--- config.mk ---
export PLATFORM = sky130hd
export DESIGN_NAME = sw_ctrl
export DESIGN_NICKNAME = d
export VERILOG_FILES = /design/src/rtl/sw_ctrl.sv
export SDC_FILE = /design/constraint.sdc
export NUM_CORES = 1
export LEC_CHECK = 0
export ABC_AREA = 1
export BUFFER_PORTS_ARGS = -buffer_cell sky130_fd_sc_hd__clkbuf_2
export CAP_MARGIN = 20
export CELL_PAD_IN_SITES_DETAIL_PLACEMENT = 0
export CELL_PAD_IN_SITES_GLOBAL_PLACEMENT = 1
export CORE_MARGIN = 5
export CORE_UTILIZATION = 50
export CTS_CLUSTER_DIAMETER = 150
export DETAILED_ROUTE_END_ITERATION = 6
export PLACE_DENSITY = 0.93
export SYNTH_ARGS = -nofsm -noshare
export SYNTH_HDL_FRONTEND = slang
export SYNTH_SLANG_ARGS = --single-unit
--- constraint.sdc ---
create_clock -name clk -period 6.9 [get_ports clk]
set_clock_uncertainty 0.2 [all_clocks]
set_input_delay 1.38 -clock clk [delete_from_list [all_inputs] [get_ports clk]]
set_output_delay 1.38 -clock clk [all_outputs]
set_load 0.01 [all_outputs]
--- src/rtl/sw_ctrl.sv ---
// Stopwatch run-control front end: button synchronise/debounce, IDLE/RUN/PAUSE
// state machine, tick prescaler and digit-chain clear pulse.
module sw_ctrl #(
  parameter int DIV        = 500000,
  parameter int DEB_CYCLES = 500000
) (
  input  logic clk,
  input  logic reset,
  input  logic btn_ss,
  input  logic btn_clr,
  output logic tick,
  output logic stp,
  output logic clr,
  output logic running,
  output logic paused
);

  localparam int DW = (DEB_CYCLES > 1) ? $clog2(DEB_CYCLES) : 1;
  localparam int PW = $clog2(DIV);
  localparam logic [DW-1:0] DEB_LAST = DW'(DEB_CYCLES - 1);
  localparam logic [PW-1:0] PC_LAST  = PW'(DIV - 1);

  typedef enum logic [1:0] {
    ST_IDLE  = 2'd0,
    ST_RUN   = 2'd1,
    ST_PAUSE = 2'd2
  } state_t;

  logic [1:0] btn_raw;
  logic [1:0] press;
  logic       ss_press;
  logic       clr_press;

  assign btn_raw = {btn_clr, btn_ss};

  // Index 0 is start/stop, index 1 is clear; both paths are identical.
  generate
    for (genvar gi = 0; gi < 2; gi++) begin : g_btn
      logic          s1_reg;
      logic          s2_reg;
      logic          deb_reg;
      logic          deb_q_reg;
      logic [DW-1:0] cnt_reg;

      always_ff @(posedge clk or posedge reset) begin
        if (reset) begin
          s1_reg    <= 1'b0;
          s2_reg    <= 1'b0;
          deb_reg   <= 1'b0;
          deb_q_reg <= 1'b0;
          cnt_reg   <= '0;
        end else begin
          s1_reg    <= btn_raw[gi];
          s2_reg    <= s1_reg;
          deb_q_reg <= deb_reg;
          if (s2_reg == deb_reg) begin
            cnt_reg <= '0;
          end else if (cnt_reg == DEB_LAST) begin
            deb_reg <= s2_reg;
            cnt_reg <= '0;
          end else begin
            cnt_reg <= cnt_reg + DW'(1);
          end
        end
      end

      assign press[gi] = deb_reg & ~deb_q_reg;
    end
  endgenerate

  assign ss_press  = press[0];
  assign clr_press = press[1];

  state_t        state_reg, state_next;
  logic          clr_reg, clr_next;
  logic [PW-1:0] pc_reg, pc_next;

  always_ff @(posedge clk or posedge reset) begin
    if (reset) begin
      state_reg <= ST_IDLE;
      clr_reg   <= 1'b0;
      pc_reg    <= '0;
    end else begin
      state_reg <= state_next;
      clr_reg   <= clr_next;
      pc_reg    <= pc_next;
    end
  end

  // Clear beats start in IDLE/PAUSE; stop beats clear in RUN.
  always_comb begin
    state_next = state_reg;
    clr_next   = 1'b0;
    case (state_reg)
      ST_IDLE: begin
        if (clr_press) begin
          clr_next = 1'b1;
        end else if (ss_press) begin
          state_next = ST_RUN;
        end
      end
      ST_RUN: begin
        if (ss_press) begin
          state_next = ST_PAUSE;
        end
      end
      ST_PAUSE: begin
        if (clr_press) begin
          state_next = ST_IDLE;
          clr_next   = 1'b1;
        end else if (ss_press) begin
          state_next = ST_RUN;
        end
      end
      default: state_next = ST_IDLE;
    endcase
  end

  // PAUSE holds the fractional period so a restart resumes mid-tick.
  always_comb begin
    pc_next = pc_reg;
    if (state_next == ST_IDLE) begin
      pc_next = '0;
    end else if (state_reg == ST_RUN) begin
      pc_next = (pc_reg == PC_LAST) ? '0 : pc_reg + PW'(1);
    end
  end

  assign tick    = (state_reg == ST_RUN) && (pc_reg == PC_LAST);
  assign stp     = (state_reg != ST_RUN);
  assign running = (state_reg == ST_RUN);
  assign paused  = (state_reg == ST_PAUSE);
  assign clr     = clr_reg;

endmodule

==> results.md <==
- Total stage count of the critical path: 8
- Worst-path maximum fanout: 6
- Post-route DRC violation count: 0
- Wire length per cell after detailed routing: 12.3 um
- Worst-skew pair later-pin latency: 0.34 ns
- Register bit total from synthesis: 68
- Std-Cell Rows: 32
- Cell count after synthesis: 512
- Design area: 4210 um2
- Startpoint Class: flop
- Sequential cell area in the final layout: 1700 um2
- Synth area leader: dfrtp_1
- Total number of H-tree levels: 3
- Synth Net Count: 519
- Setup TNS after final layout: 0 ns
- Maximum operating frequency: 0.300 GHz
- Number of antenna violations at the first check in global routing: 0
- Total Wirelength: 7800 um
- Dpl cell area: 4000 um2
- Root buffer cell: clkbuf_8
- Starting Density: 50.6%
- Period utilisation layout: 48.3%
- Path type of the worst setup path: flop to output pin
- Actual slew at the worst max-slew pin: 0.854 ns
- Sequential area share after synthesis: 44.2%
- Avg Cell Area, Syn: 7.51 um2
- Die H: 97.7 um
- Die Span X: 97.7 um
- Clock tree from TritonCTS: done
- Netlist cell types: 30
- Max Slew Vio Count: 0
- Number of filler instances in the final layout: 718
- Number of flip-flops in the largest register: 38
- Ordered cell list for the critical path: ha_1 > nand2_1 > inv_2 > nand2_1 > nor2_2 > nand3_2 > nor2_1 > clkbuf_2
- Crit. Startpoint: pc_reg[1]$_DFFE_PP0P_
- Total overflow reported by the global router: 0
- CTS Buf Count: 9
- Leakage power of the design: 1.85 nW
- Top-level I/O count: 9
- Ant diodes: 0
- Worst Path Arrival: 1.75 ns
- Pre-CTS setup slack: 3.92 ns
- Top cell type's share of synthesized area: 44.2%
- Maximum number of pins on one net before global-route repair: 69
- Detail Placement HPWL: 5680 um
- Clock Power Share: 45.5%
- Worst setup path end: tick
- Num Clock Sinks: 68
- Sequential share of power: 52.0%
- Buffers added on ports: 8
- Cell with the largest stage delay on the worst path: dfrtp_1
- Length of the first detailed-routing pass in iterations: 4
- Internal cell power: 0.000610 W
- Number of hold-repair buffers added at the cts stage: 0
- Crit path max-delay family: simple AND/OR/NAND/NOR gates
- Worst min path class: flop to flop
- DRT antenna net count: 0
- Buffers from clock root to sink, at most: 2
- Final net count: 536
- Max-cap violations: 0
- Switching power total: 0.000170 W
- Min Clock Period, post-route: 3.33 ns
- Power per cell area: 185 nW/um2
- Multi-input gate area: 1860 um2
- Endpoint kind of the worst setup timing path: output pin
- Post-CTS resize count: 0
- Result of the run: complete, no violations
- Reg-to-reg endpoint: pc_reg[16]$_DFFE_PP0P_
- Crit path buf inv count: 2
- Setup-failing EPs final: 0
- Max stage delay on crit path: 0.38 ns
- Gp weighted congestion: 0.870
- Worst reg2reg path startpoint: pc_reg[1]$_DFFE_PP0P_
- Portion of total power attributed to combinational logic: 2.5%
- R2R Setup Slk: 4.92 ns
- Final number of hold-violating endpoints: 0
- Register-to-Register Path Depth: 10
- CP required: 5.32 ns
- Count of non-filler cells in the finished layout: 636
- Smallest setup slack after layout: 3.57 ns
- Number of post-CTS setup repair buffers: 0
- DIE AREA: 9550 um2
- Starting DRT DRC Count: 153
- Vias after detailed routing: 3212
- Most common cell on crit path: nand2_1
- Switching power as a share of total power: 21.8%
- Netlist area before placement: 3850 um2
- Overall Global Routing Usage: 17.6%
- Placed insts: 620
- Headroom to the max-slew limit: 43.0%
- Most area-consuming cells after synthesis: dfrtp_1, nand2_1, nor2_1
- Hold Path Origin: g_btn[0].s1_reg$_DFF_PP0_
- Global-route wire length before repair: 13900 um
- Mean number of vias per cell: 5.05
- Area grow syn2layout: 9.50%
- IR Drop Worst-Case VDD: 0.0000943 V
- Setup repair after global routing missed its margin: false
- Proportion of layout cells with a drive suffix above 1: 12.2%
- Yosys synthesis warning count: 0
- Placeable core region: 7610 um2
- Via count of the first global-routing pass: 3058
- Clock slew at reported path FFs: 0.07 ns
logic make-up after synthesis:
logic type	after synthesis	share of synthesized area (%)
XOR/XNOR	18	4.10
flip-flops	68	44.2
AND/OR/NAND/NOR	325	39.2
AO/OA/AOI/OAI	26	4.03
buffers and inverters	72	7.42
adder cells (fa/ha/maj)	3	0.976
layout by cell type (no fill, tap or decap), types with 2 or more instances in the layout:
master and instances:
nand2_1 120, o21bai_1 2, nand2_4 2, clkbuf_2 8
nor3_1 8, nor2_4 3, nor2_2 13, clkinvlp_4 2
nand3_1 40, nor3_2 2, nor2_1 96, xor2_1 17
a21oi_1 10, inv_2 6, bufinv_16 2, a31oi_1 3
nor3b_1 2, inv_1 63, nand2_2 8, o21ai_1 3
ha_1 3, clkbuf_8 9, dfrtp_1 68, o21ai_0 7
nand4_1 22, nand3b_1 2, nand3_2 4
power by group through the flow:
stage	clock network [W]	logic, W	registers [W]
CTS	0.000364	0.0000203	0.000406
detailed placement	0	0.0000202	0.000413
global route	0.000384	0.0000237	0.000406
finish	0.000355	0.0000193	0.000406
global placement	0	0.0000202	0.000413
floorplan	0	0.0000143	0.000413
cell type report:
| cell class | count | area share (%) |
|---|---|---|
| tap | 102 | 3.03 |
| clock inverter | 6 | 2.11 |
| clock buffer | 10 | 3.03 |
| inverter | 69 | 6.15 |
| sequential | 68 | 40.4 |
| multi-input combinational | 372 | 44.1 |
| timing repair buffer | 9 | 1.13 |
stage by stage:
stage	power (W)	hold slack [ns]	util, %
3_5_place_dp	0.000434	0.135	52.5
2_1_floorplan	0.000427	0.131	-
4_1_cts	0.000790	0.152	55.4
5_1_grt	0.000814	0.165	55.4
3_3_place_gp	0.000433	0.135	52.5
6_report	0.000780	0.150	55.4
worst min path at each step:
stage,to,slack [ns],depth (start not counted)
final,g_btn[0].s2_reg$_DFF_PP0_,0.15,0
after global routing,g_btn[0].s2_reg$_DFF_PP0_,0.16,0
after CTS,g_btn[0].s2_reg$_DFF_PP0_,0.15,0
after detailed placement,g_btn[0].s2_reg$_DFF_PP0_,0.13,0
after global placement,g_btn[1].s2_reg$_DFF_PP0_,0.14,0
after floorplan,g_btn[0].s2_reg$_DFF_PP0_,0.13,0
synthesized netlist by cell type:
cell type	count
dfrtp_1	68
nand2_2	8
xnor2_1	1
nand2_4	2
nor2_2	13
nor2_1	96
a31oi_1	3
nand4_1	22
nor3_4	1
nand3_1	40
nor3_1	8
and3_1	1
a21oi_1	10
inv_2	5
xor2_1	17
clkbuf_1	1
nand3_2	4
o21bai_1	2
nand2_1	120
o211ai_4	1
o21ai_1	3
inv_1	64
nor3_2	2
o21ai_0	7
nand3b_1	2
nor3b_1	2
nand2_8	1
nor2_4	3
buf_6	2
ha_1	3
per-layer routing:
layer / routed length (um) / part of all wire, % / track usage, % / up-vias
li1: - / - / - / 1660
met1: 3880 / 50 / 24.6 / 1468
met2: 3480 / 45 / 26.7 / 70
met3: 290 / 3.7 / 3.95 / 14
met4: 142 / 1.8 / 6.60 / 0
met5: 0 / 0 / 0 / -
(Power assumes the default switching activity.)
